<file path="src/rtl/jump_redirect_unit_if.sv">
// Decode-side bundle for the jump/branch redirect unit: instruction fields in,
// redirect / link / return-address-stack status out.
interface jump_redirect_unit_if #(
    parameter int DATA_W    = 32,
    parameter int RAS_DEPTH = 4
);
    localparam int CNT_W = $clog2(RAS_DEPTH) + 1;

    logic              valid_in;
    logic              stall;
    logic [5:0]        opcode;
    logic [5:0]        func;
    logic [4:0]        rs_addr;
    logic [DATA_W-1:0] pc;
    logic [DATA_W-1:0] rs_data;
    logic [DATA_W-1:0] rt_data;
    logic [15:0]       imm16;
    logic [25:0]       target26;

    logic              redirect_valid;
    logic [DATA_W-1:0] redirect_pc;
    logic              link_we;
    logic [4:0]        link_addr;
    logic [DATA_W-1:0] link_data;
    logic [DATA_W-1:0] ras_top;
    logic [CNT_W-1:0]  ras_count;
    logic              ras_mispredict;
    logic              ras_overflow;

    modport master (
        output valid_in, stall, opcode, func, rs_addr, pc, rs_data, rt_data, imm16, target26,
        input  redirect_valid, redirect_pc, link_we, link_addr, link_data,
               ras_top, ras_count, ras_mispredict, ras_overflow
    );

    modport slave (
        input  valid_in, stall, opcode, func, rs_addr, pc, rs_data, rt_data, imm16, target26,
        output redirect_valid, redirect_pc, link_we, link_addr, link_data,
               ras_top, ras_count, ras_mispredict, ras_overflow
    );
endinterface

</file>
<file path="src/rtl/jump_redirect_unit.sv">
// Resolves J/JAL/BEQ/BNE/JR/JALR in one registered stage, squashes the wrong-path
// slot after each redirect and tracks return addresses in a circular stack.
module jump_redirect_unit #(
    parameter int DATA_W    = 32,
    parameter int RAS_DEPTH = 4,
    parameter int LINK_REG  = 31
) (
    input  logic              clk,
    input  logic              reset,
    jump_redirect_unit_if.slave bus
);
    localparam int CNT_W = $clog2(RAS_DEPTH) + 1;
    localparam int PTR_W = $clog2(RAS_DEPTH);

    localparam logic [0:0] ST_ACCEPT = 1'b0;
    localparam logic [0:0] ST_SHADOW = 1'b1;

    localparam logic [5:0] OP_SPECIAL = 6'b000000;
    localparam logic [5:0] OP_J       = 6'b000010;
    localparam logic [5:0] OP_JAL     = 6'b000011;
    localparam logic [5:0] OP_BEQ     = 6'b000100;
    localparam logic [5:0] OP_BNE     = 6'b000101;
    localparam logic [5:0] FN_JR      = 6'b001000;
    localparam logic [5:0] FN_JALR    = 6'b001001;

    localparam logic [4:0]       LINK_A = 5'(LINK_REG);
    localparam logic [CNT_W-1:0] FULL   = CNT_W'(RAS_DEPTH);

    logic [0:0]        r_state;
    logic [DATA_W-1:0] r_ras [RAS_DEPTH];
    logic [PTR_W-1:0]  r_wr_ptr;
    logic [CNT_W-1:0]  r_count;
    logic              r_overflow;
    logic              r_vld_p1;
    logic              r_link_we_p1;
    logic              r_mispredict_p1;
    logic [DATA_W-1:0] r_redirect_pc_p1;
    logic [DATA_W-1:0] r_link_data_p1;
    logic [4:0]        r_link_addr_p1;

    logic w_is_j, w_is_jal, w_is_beq, w_is_bne, w_is_jr, w_is_jalr;
    logic w_accept, w_squash, w_eq, w_redirect, w_push, w_pop, w_pop_ok;
    logic w_empty, w_full, w_mispredict;
    logic [DATA_W-1:0] w_p4, w_jump_tgt, w_br_tgt, w_tgt, w_top;
    logic [PTR_W-1:0]  w_top_idx, w_wr_idx;

    // ---- stage p0: decode and target resolution ----
    assign w_is_j    = (bus.opcode == OP_J);
    assign w_is_jal  = (bus.opcode == OP_JAL);
    assign w_is_beq  = (bus.opcode == OP_BEQ);
    assign w_is_bne  = (bus.opcode == OP_BNE);
    assign w_is_jr   = (bus.opcode == OP_SPECIAL) && (bus.func == FN_JR);
    assign w_is_jalr = (bus.opcode == OP_SPECIAL) && (bus.func == FN_JALR);

    assign w_accept = bus.valid_in && !bus.stall && (r_state == ST_ACCEPT);
    assign w_squash = bus.valid_in && !bus.stall && (r_state == ST_SHADOW);

    assign w_p4       = bus.pc + DATA_W'(4);
    assign w_jump_tgt = {w_p4[DATA_W-1:28], bus.target26, 2'b00};
    assign w_br_tgt   = w_p4 + {{(DATA_W-18){bus.imm16[15]}}, bus.imm16, 2'b00};
    assign w_eq       = (bus.rs_data == bus.rt_data);

    assign w_redirect = w_is_j || w_is_jal || w_is_jr || w_is_jalr ||
                        (w_is_beq && w_eq) || (w_is_bne && !w_eq);

    always_comb begin
        w_tgt = bus.rs_data;
        if (w_is_j || w_is_jal)
            w_tgt = w_jump_tgt;
        else if (w_is_beq || w_is_bne)
            w_tgt = w_br_tgt;
    end

    // Return-address stack: r_wr_ptr is the next free slot, the top sits just below it.
    assign w_empty   = (r_count == '0);
    assign w_full    = (r_count == FULL);
    assign w_top_idx = r_wr_ptr - 1'b1;
    assign w_top     = r_ras[w_top_idx];

    assign w_push       = w_is_jal || w_is_jalr;
    assign w_pop        = (w_is_jr || w_is_jalr) && (bus.rs_addr == LINK_A);
    assign w_pop_ok     = w_pop && !w_empty;
    assign w_mispredict = w_pop && (w_empty || (w_top != bus.rs_data));
    // A JALR $ra replaces the popped slot in place instead of moving the pointer.
    assign w_wr_idx     = w_pop_ok ? w_top_idx : r_wr_ptr;

    always_ff @(posedge clk) begin
        if (w_accept && w_push)
            r_ras[w_wr_idx] <= w_p4;
    end

    always_ff @(posedge clk or posedge reset) begin
        if (reset) begin
            r_state    <= ST_ACCEPT;
            r_wr_ptr   <= '0;
            r_count    <= '0;
            r_overflow <= 1'b0;
        end else begin
            if (w_accept && w_redirect)
                r_state <= ST_SHADOW;
            else if (w_squash)
                r_state <= ST_ACCEPT;

            if (w_accept) begin
                if (w_pop_ok && !w_push) begin
                    r_wr_ptr <= r_wr_ptr - 1'b1;
                    r_count  <= r_count - 1'b1;
                end else if (w_push && !w_pop_ok) begin
                    r_wr_ptr <= r_wr_ptr + 1'b1;
                    if (w_full)
                        r_overflow <= 1'b1;
                    else
                        r_count <= r_count + 1'b1;
                end
            end
        end
    end

    // ---- stage p1: registered outputs ----
    always_ff @(posedge clk or posedge reset) begin
        if (reset) begin
            r_vld_p1         <= 1'b0;
            r_link_we_p1     <= 1'b0;
            r_mispredict_p1  <= 1'b0;
            r_redirect_pc_p1 <= '0;
            r_link_data_p1   <= '0;
            r_link_addr_p1   <= '0;
        end else begin
            r_vld_p1        <= w_accept && w_redirect;
            r_link_we_p1    <= w_accept && w_push;
            r_mispredict_p1 <= w_accept && w_mispredict;
            if (w_accept && w_redirect)
                r_redirect_pc_p1 <= w_tgt;
            if (w_accept && w_push) begin
                r_link_data_p1 <= w_p4;
                r_link_addr_p1 <= LINK_A;
            end
        end
    end

    assign bus.redirect_valid = r_vld_p1;
    assign bus.redirect_pc    = r_redirect_pc_p1;
    assign bus.link_we        = r_link_we_p1;
    assign bus.link_addr      = r_link_addr_p1;
    assign bus.link_data      = r_link_data_p1;
    assign bus.ras_top        = w_empty ? '0 : w_top;
    assign bus.ras_count      = r_count;
    assign bus.ras_mispredict = r_mispredict_p1;
    assign bus.ras_overflow   = r_overflow;
endmodule

</file>
<file path="src/flat_wrapper.sv">
// flat-port wrapper written by rule: the top's interface ports become plain ports
module jump_redirect_unit_flat 
#(
    parameter int DATA_W    = 32,
    parameter int RAS_DEPTH = 4,
    parameter int LINK_REG  = 31
)
  (clk, reset, bus_valid_in, bus_stall, bus_opcode, bus_func, bus_rs_addr, bus_pc, bus_rs_data, bus_rt_data, bus_imm16, bus_target26, bus_redirect_valid, bus_redirect_pc, bus_link_we, bus_link_addr, bus_link_data, bus_ras_top, bus_ras_count, bus_ras_mispredict, bus_ras_overflow);
  jump_redirect_unit_if #(.DATA_W(DATA_W), .RAS_DEPTH(RAS_DEPTH)) bus_i ();
  input  logic clk;
  input  logic reset;
  input wire logic [$bits(bus_i.valid_in)-1:0] bus_valid_in;
  input wire logic [$bits(bus_i.stall)-1:0] bus_stall;
  input wire logic [$bits(bus_i.opcode)-1:0] bus_opcode;
  input wire logic [$bits(bus_i.func)-1:0] bus_func;
  input wire logic [$bits(bus_i.rs_addr)-1:0] bus_rs_addr;
  input wire logic [$bits(bus_i.pc)-1:0] bus_pc;
  input wire logic [$bits(bus_i.rs_data)-1:0] bus_rs_data;
  input wire logic [$bits(bus_i.rt_data)-1:0] bus_rt_data;
  input wire logic [$bits(bus_i.imm16)-1:0] bus_imm16;
  input wire logic [$bits(bus_i.target26)-1:0] bus_target26;
  output wire logic [$bits(bus_i.redirect_valid)-1:0] bus_redirect_valid;
  output wire logic [$bits(bus_i.redirect_pc)-1:0] bus_redirect_pc;
  output wire logic [$bits(bus_i.link_we)-1:0] bus_link_we;
  output wire logic [$bits(bus_i.link_addr)-1:0] bus_link_addr;
  output wire logic [$bits(bus_i.link_data)-1:0] bus_link_data;
  output wire logic [$bits(bus_i.ras_top)-1:0] bus_ras_top;
  output wire logic [$bits(bus_i.ras_count)-1:0] bus_ras_count;
  output wire logic [$bits(bus_i.ras_mispredict)-1:0] bus_ras_mispredict;
  output wire logic [$bits(bus_i.ras_overflow)-1:0] bus_ras_overflow;
  assign bus_i.valid_in = bus_valid_in;
  assign bus_i.stall = bus_stall;
  assign bus_i.opcode = bus_opcode;
  assign bus_i.func = bus_func;
  assign bus_i.rs_addr = bus_rs_addr;
  assign bus_i.pc = bus_pc;
  assign bus_i.rs_data = bus_rs_data;
  assign bus_i.rt_data = bus_rt_data;
  assign bus_i.imm16 = bus_imm16;
  assign bus_i.target26 = bus_target26;
  assign bus_redirect_valid = bus_i.redirect_valid;
  assign bus_redirect_pc = bus_i.redirect_pc;
  assign bus_link_we = bus_i.link_we;
  assign bus_link_addr = bus_i.link_addr;
  assign bus_link_data = bus_i.link_data;
  assign bus_ras_top = bus_i.ras_top;
  assign bus_ras_count = bus_i.ras_count;
  assign bus_ras_mispredict = bus_i.ras_mispredict;
  assign bus_ras_overflow = bus_i.ras_overflow;
  jump_redirect_unit #(.DATA_W(DATA_W), .RAS_DEPTH(RAS_DEPTH), .LINK_REG(LINK_REG)) u_core (.clk(clk), .reset(reset), .bus(bus_i));
endmodule
</file>
<file path="config.mk">
export PLATFORM = sky130hd
export DESIGN_NAME = jump_redirect_unit_flat
export DESIGN_NICKNAME = d
export VERILOG_FILES = /design/src/rtl/jump_redirect_unit_if.sv /design/src/rtl/jump_redirect_unit.sv /design/src/flat_wrapper.sv
export SDC_FILE = /design/constraint.sdc
export NUM_CORES = 1
export LEC_CHECK = 0
export ABC_AREA = 1
export BUFFER_PORTS_ARGS = -buffer_cell sky130_fd_sc_hd__buf_2
export CORE_AREA = 2 2 167 169
export CTS_BUF_LIST = sky130_fd_sc_hd__clkbuf_4 sky130_fd_sc_hd__clkbuf_8
export DETAILED_ROUTE_END_ITERATION = 10
export DIE_AREA = 0 0 169 171
export PLACE_DENSITY = 0.73
export SLEW_MARGIN = 25
export SYNTH_ARGS = -nofsm -noshare
export SYNTH_HDL_FRONTEND = slang
export SYNTH_SLANG_ARGS = --single-unit
</file>
<file path="constraint.sdc">
create_clock -name clk -period 4.95 [get_ports clk]
set_input_delay 0.495 -clock clk [delete_from_list [all_inputs] [get_ports clk]]
set_output_delay 0.495 -clock clk [all_outputs]
set_load 0.01 [all_outputs]
</file>
* Yosys cells after proc, flatten, opt, wreduce, memory -nomap -nowiden
Memory sizes are Yosys's and may differ from the RTL's. Index checks and enable logic that the tools add are counted.
Word-level totals: flip-flop bits (word level) 75, latch bits 0, bits in writable memories 128, ROM bits 0, bits of input ports 159, logic and storage cells 79, memories kept 1
Memories:
- u_core.r_ras | words 4, width 32, read ports 1, clocked after memory_dff 0, wr ports 1, line jump_redirect_unit.sv:30 | logic [DATA_W-1:0] r_ras [RAS_DEPTH];
Operators by class: add/sub/neg operators 6, $mul 0, div/mod/pow operators 0, order comparisons 0, equality and inequality tests 11, shift operators 0, mux-type cells 13, bitwise logic cells 2, reductions and logical operators 36
Operator list (count):
- $mux 32 | 3
- $add 32x3->32 const B | 1
- $add 32x32->32 | 1
- $eq 32x32->1 | 1
- $ne 32x32->1 | 1
- $logic_and 1x1->1 | 15
- $eq 6x2->1 const B | 2
- $eq 6x3->1 const B | 2
- $eq 6x4->1 const B | 2
- $logic_or 1x1->1 | 9
- $mux 3 | 3
- $logic_not 6->1 | 1
- $mux 2 | 3
- $eq 5x5->1 const B | 1
- $logic_not 1->1 | 5
- $mux 1 | 4
- $reduce_and 4->1 | 1
- $reduce_bool 2->1 | 2
- $add 3x1->3 const B | 1
- $eq 3x3->1 const B | 1
- $logic_not 3->1 | 1
- $reduce_and 3->1 | 1
- $sub 3x1->3 const B | 1
- $add 2x1->2 const B | 1
- other kinds (4) | 5

* Logic depth before layout (Yosys ltp)
depth in word-level cells 9, gate-level depth with buffers 29

* Worst setup path before layout
No wires, ideal clock.
kind input -> register, start point input port bus_opcode[3], end point memory u_core.r_ras[1][0], enable pin, setup time 468 ps, data arrival time 3814 ps, data required time 4482 ps, setup slack 669 ps, stages 8, cells stage by stage nor2_2 > nand2_1 > nor4_2 > nand2_1 > nor3_4 > nor2_1 > a21oi_1 > nor3b_1
On the way: cells in the longest elaborated chain, start to end 6, elaborated cells between the ends (all ways) 12, classes of those cells eq/ne: 1; mux: 3; reduce/logical: 8
RTL lines:
- start: declaration | line flat_wrapper.sv:14 | input wire logic [$bits(bus_i.opcode)-1:0] bus_opcode;
- $logic_not 6->1 | line jump_redirect_unit.sv:52, jump_redirect_unit.sv:53
- $logic_and 1x1->1 (on tied branches) | line jump_redirect_unit.sv:53, jump_redirect_unit.sv:52
- $logic_or 1x1->1 (on tied branches) | line jump_redirect_unit.sv:80, jump_redirect_unit.sv:81
- $logic_and 1x1->1 (on tied branches) | line jump_redirect_unit.sv:88, jump_redirect_unit.sv:81
- $mux 1 / $logic_and 1x1->1 (equally long branches) | line jump_redirect_unit.sv:88, jump_redirect_unit.sv:82
- $mux 1 (implied by the code) / $mux 2 (equally long branches) | line jump_redirect_unit.sv:89, jump_redirect_unit.sv:85
- end: declaration | line jump_redirect_unit.sv:30
Parallel ways exist; a longest one is shown, timed or not.

* Final worst setup path
start point register u_core.r_wr_ptr[1], end point output port bus_ras_top[29]
On the way: cells in the longest elaborated chain, start to end 3
RTL lines:
- start: declaration | line jump_redirect_unit.sv:31 | logic [PTR_W-1:0] r_wr_ptr;
- start signal: assignment | line jump_redirect_unit.sv:106 | r_wr_ptr <= r_wr_ptr - 1'b1;
- start signal: assignment | line jump_redirect_unit.sv:109 | r_wr_ptr <= r_wr_ptr + 1'b1;
- $sub 2x1->2 | line jump_redirect_unit.sv:77 | assign w_top_idx = r_wr_ptr - 1'b1;
- $mem_v2 4x32
- $mux 32 | line jump_redirect_unit.sv:146 | assign bus.ras_top = w_empty ? '0 : w_top;
- end: declaration | line flat_wrapper.sv:27 | output wire logic [$bits(bus_i.ras_top)-1:0] bus_ras_top;
No other way between the ends.

==> impl_metrics.py <==
metrics = {
    "cells_and_area": {
        "fin_nets": 2351,
        "area_growth_pct": 18.74,
        "design_area_um2": 15810,
        "seqCellArea_um2": 5720,
        "final_cells": 2527,
        "final_common_cell": "nand2_1",
        "fin_util_pct": 57.88,
        "num_antenna_cells": 0,
        "multiInputGateArea_um2": 6427,
        "fill_cells": 2647,
        "final_cell_mix": "850 x nand2_1, 266 x buf_2, 219 x inv_1",
        "drive_gt1_share_pct": 18.07,
    },
    "critical_path": {
        "end_kind": "output port",
        "slowest_delay_ps": 660,
        "crit_required_ps": 4450,
        "cpMaxStageDelayCell": "dfrtp_1",
        "cp_top_family": "buffers and inverters",
        "cp_num_buf_inv": 4,
        "cp.arrival_ps": 3050,
        "path_cells": "buf_4 -> inv_2 -> nand2_1 -> nand2_2 -> buf_4 -> nand2_1 -> a21oi_1 -> buf_2",
        "critical_path_class": "reg2out",
        "startpoint_type": "flop",
        "crit_fanout": 20,
    },
    "routing": {
        "drtIter0Drc": 1423,
        "via_per_inst": 5.329,
        "antenna_left": 0,
        "drcViolationCount": 0,
        "firstDrtPassIters": 5,
        "finalWirelength_mm": 48.01,
        "vias": 13470,
        "post_drt_wl_per_cell_um": 19.00,
    },
    "min_path": {
        "hold_path_class": "in2async",
    },
    "clocking": {
        "cts_buffer_depth": 3,
        "cts_sinks": 203,
        "clk_latency_ps": 550,
        "root_buffer": "clkbuf_8",
        "htree_levels": 2,
        "cts_tree": "done",
        "cts-resized-gates": 0,
        "clkTransAtPathRegs_ps": 60,
        "cts_setup_buffers": 0,
        "cts_hold_buf": 0,
        "cts_buffers": 37,
    },
    "timing": {
        "setup_viol": 0,
        "fin_ws_ps": 1409,
        "slew_headroom_pct": 33.54,
        "timing.fmax_mhz": 282.4,
        "period_share_pct": 71.54,
        "clock_skew_ps": 16.20,
        "fin_tns_setup_ps": 0,
        "slew_viol_final": 0,
        "hold_viol": 0,
        "holdWs_ps": 32.06,
        "fin_crit_ps": 3541,
        "worst_pin_slew_ps": 993.5,
        "rsz0062_at_grt": "false",
    },
    "die": {
        "rows": 61,
        "coreArea_um2": 27320,
        "dieArea_um2": 28900,
        "die_x_um": 169,
        "start_util_pct": 48.74,
        "die_h_um": 171,
        "io_pins": 267,
    },
    "placed_design": {
        "place_hpwl_mm": 37.16,
        "placed_area_um2": 14990,
        "placedCellCount": 2459,
        "globalplace.congestion": 1.044,
        "place_ws_ps": 974.4,
        "numPortBuffers": 266,
    },
    "status": {
        "outcome": "finished, final reports clean",
    },
    "synth": {
        "synth_area_um2": 13320,
        "ys_top_cells_by_area": "edfxtp_1 29%, nand2_1 24%, dfrtp_1 14%",
        "synth_cell_types": 43,
        "synth-seq-area-share_pct": 42.95,
        "ys_warn_count": 0,
        "yosysTopAreaCell": "edfxtp_1",
        "yosysTopAreaCellShare_pct": 28.86,
        "syn-num-nets": 2073,
        "syn_area_per_cell_um2": 7.107,
        "synth_edf_count": 128,
        "synth_seq_cells": 203,
        "synthArstFlopShare_pct": 36.95,
        "synth_ff_type": "edfxtp_1",
        "syn_inst": 1874,
    },
    "global_routing": {
        "grt_max_degree": 65,
        "grt_pass1_wl_mm": 70.96,
        "gr-usage-all-layers_pct": 32.54,
        "antenna_found_initial": 0,
        "grt_overflow_total": 0,
        "grt_pass1_vias": 12560,
    },
    "power": {
        "vdd_drop_max_v": 0.0001673,
        "finalPower_mw": 5.148,
        "p_per_area_nw_per_um2": 325.5,
        "power.leakage_nw": 8.485,
    },
    "flow_run": {
        "maxCapViolations": 0,
    },
}
[layer usage]
metal / vias up / routed length (µm) / GRT usage, %
met5: - / 0 / 0
met4: 0 / 2091 / 13.79
met2: 681 / 22030 / 52.57
met1: 6209 / 19400 / 43.37
li1: 6456 / - / -
met3: 120 / 4493 / 5.783
[registers in the layout (all words and copies together), names as in the netlist]
register and cells:
u_core.r_ras 128, u_core.bus.link_data 32, u_core.bus.redirect_pc 32, u_core.bus.ras_count 3, u_core.r_wr_ptr 2, u_core.bus.link_addr 1, u_core.bus.link_we 1, u_core.bus.ras_mispredict 1
u_core.bus.ras_overflow 1, u_core.bus.redirect_valid 1, u_core.r_state 1
[path summary, 6_finish.rpt]
check / start / to / slack (ps) / cells past startpoint
setup / recovery: u_core.r_wr_ptr[1]$_DFFE_PP0P_ / bus_ras_top[29] / 1410 / 8
min in group clk: bus_pc[2] / u_core.bus.link_data[2]$_DFFE_PP0P_ / 180 / 2
max in group asynchronous: reset / u_core.bus.ras_count[0]$_DFFE_PP0P_ / 3830 / 3
hold / removal: reset / u_core.bus.redirect_pc[25]$_DFFE_PP0P_ / 30 / 2
hold reg to reg: u_core.bus.ras_overflow$_DFFE_PP0P_ / u_core.bus.ras_overflow$_DFFE_PP0P_ / 460 / 1
setup reg to reg: u_core.r_wr_ptr[1]$_DFFE_PP0P_ / u_core.r_ras[1][24]$_DFFE_PP_ / 1700 / 8
[cell usage after synthesis, types with 4 or more instances]
library cell / count
buf_2: 19
and2_1: 5
o21ai_1: 22
inv_1: 220
dfrtp_1: 75
nor2_2: 5
nand2_2: 4
nor2_1: 135
xnor2_1: 15
a21oi_1: 85
buf_6: 9
clkbuf_1: 13
o21ai_0: 37
edfxtp_1: 128
inv_2: 7
or2_2: 7
o22ai_1: 5
o211ai_1: 4
a22oi_1: 4
buf_4: 11
nand4_1: 15
o21bai_1: 6
nand3_1: 80
nand2_1: 850
ha_1: 38
nor3_1: 15
xor2_1: 33
[final cells by class]
| cell class | count | share of cell area (%) |
|---|---|---|
| clock buffer | 53 | 4.138 |
| clock inverter | 15 | 1.068 |
| inverter | 229 | 5.475 |
| multi-input combinational | 1390 | 40.64 |
| sequential | 203 | 36.17 |
| tap | 346 | 2.738 |
| timing repair buffer | 291 | 9.763 |
[cell families (layout without fill, tap and decap cells)]
logic type / after synthesis / count (layout) / synth area share (%)
and+or+nand+nor: 1131 / 1131 / 34.12
buffers and inverters: 281 / 588 / 8.953
DFF: 203 / 203 / 42.95
xor gates and xnor gates: 48 / 48 / 3.157
AOI/OAI and AO/OA: 171 / 171 / 6.943
adders and majority gates: 40 / 40 / 3.871
[power breakdown]
part,leakage [nW],internal [mW],total [mW],switching [mW]
registers,2.15,1.89,1.96,0.0709
logic,5.90,0.460,1.40,0.941
clock network,0.432,1.02,1.79,0.766
total,8.48,3.37,5.15,1.78
(Power assumes the default switching activity.)
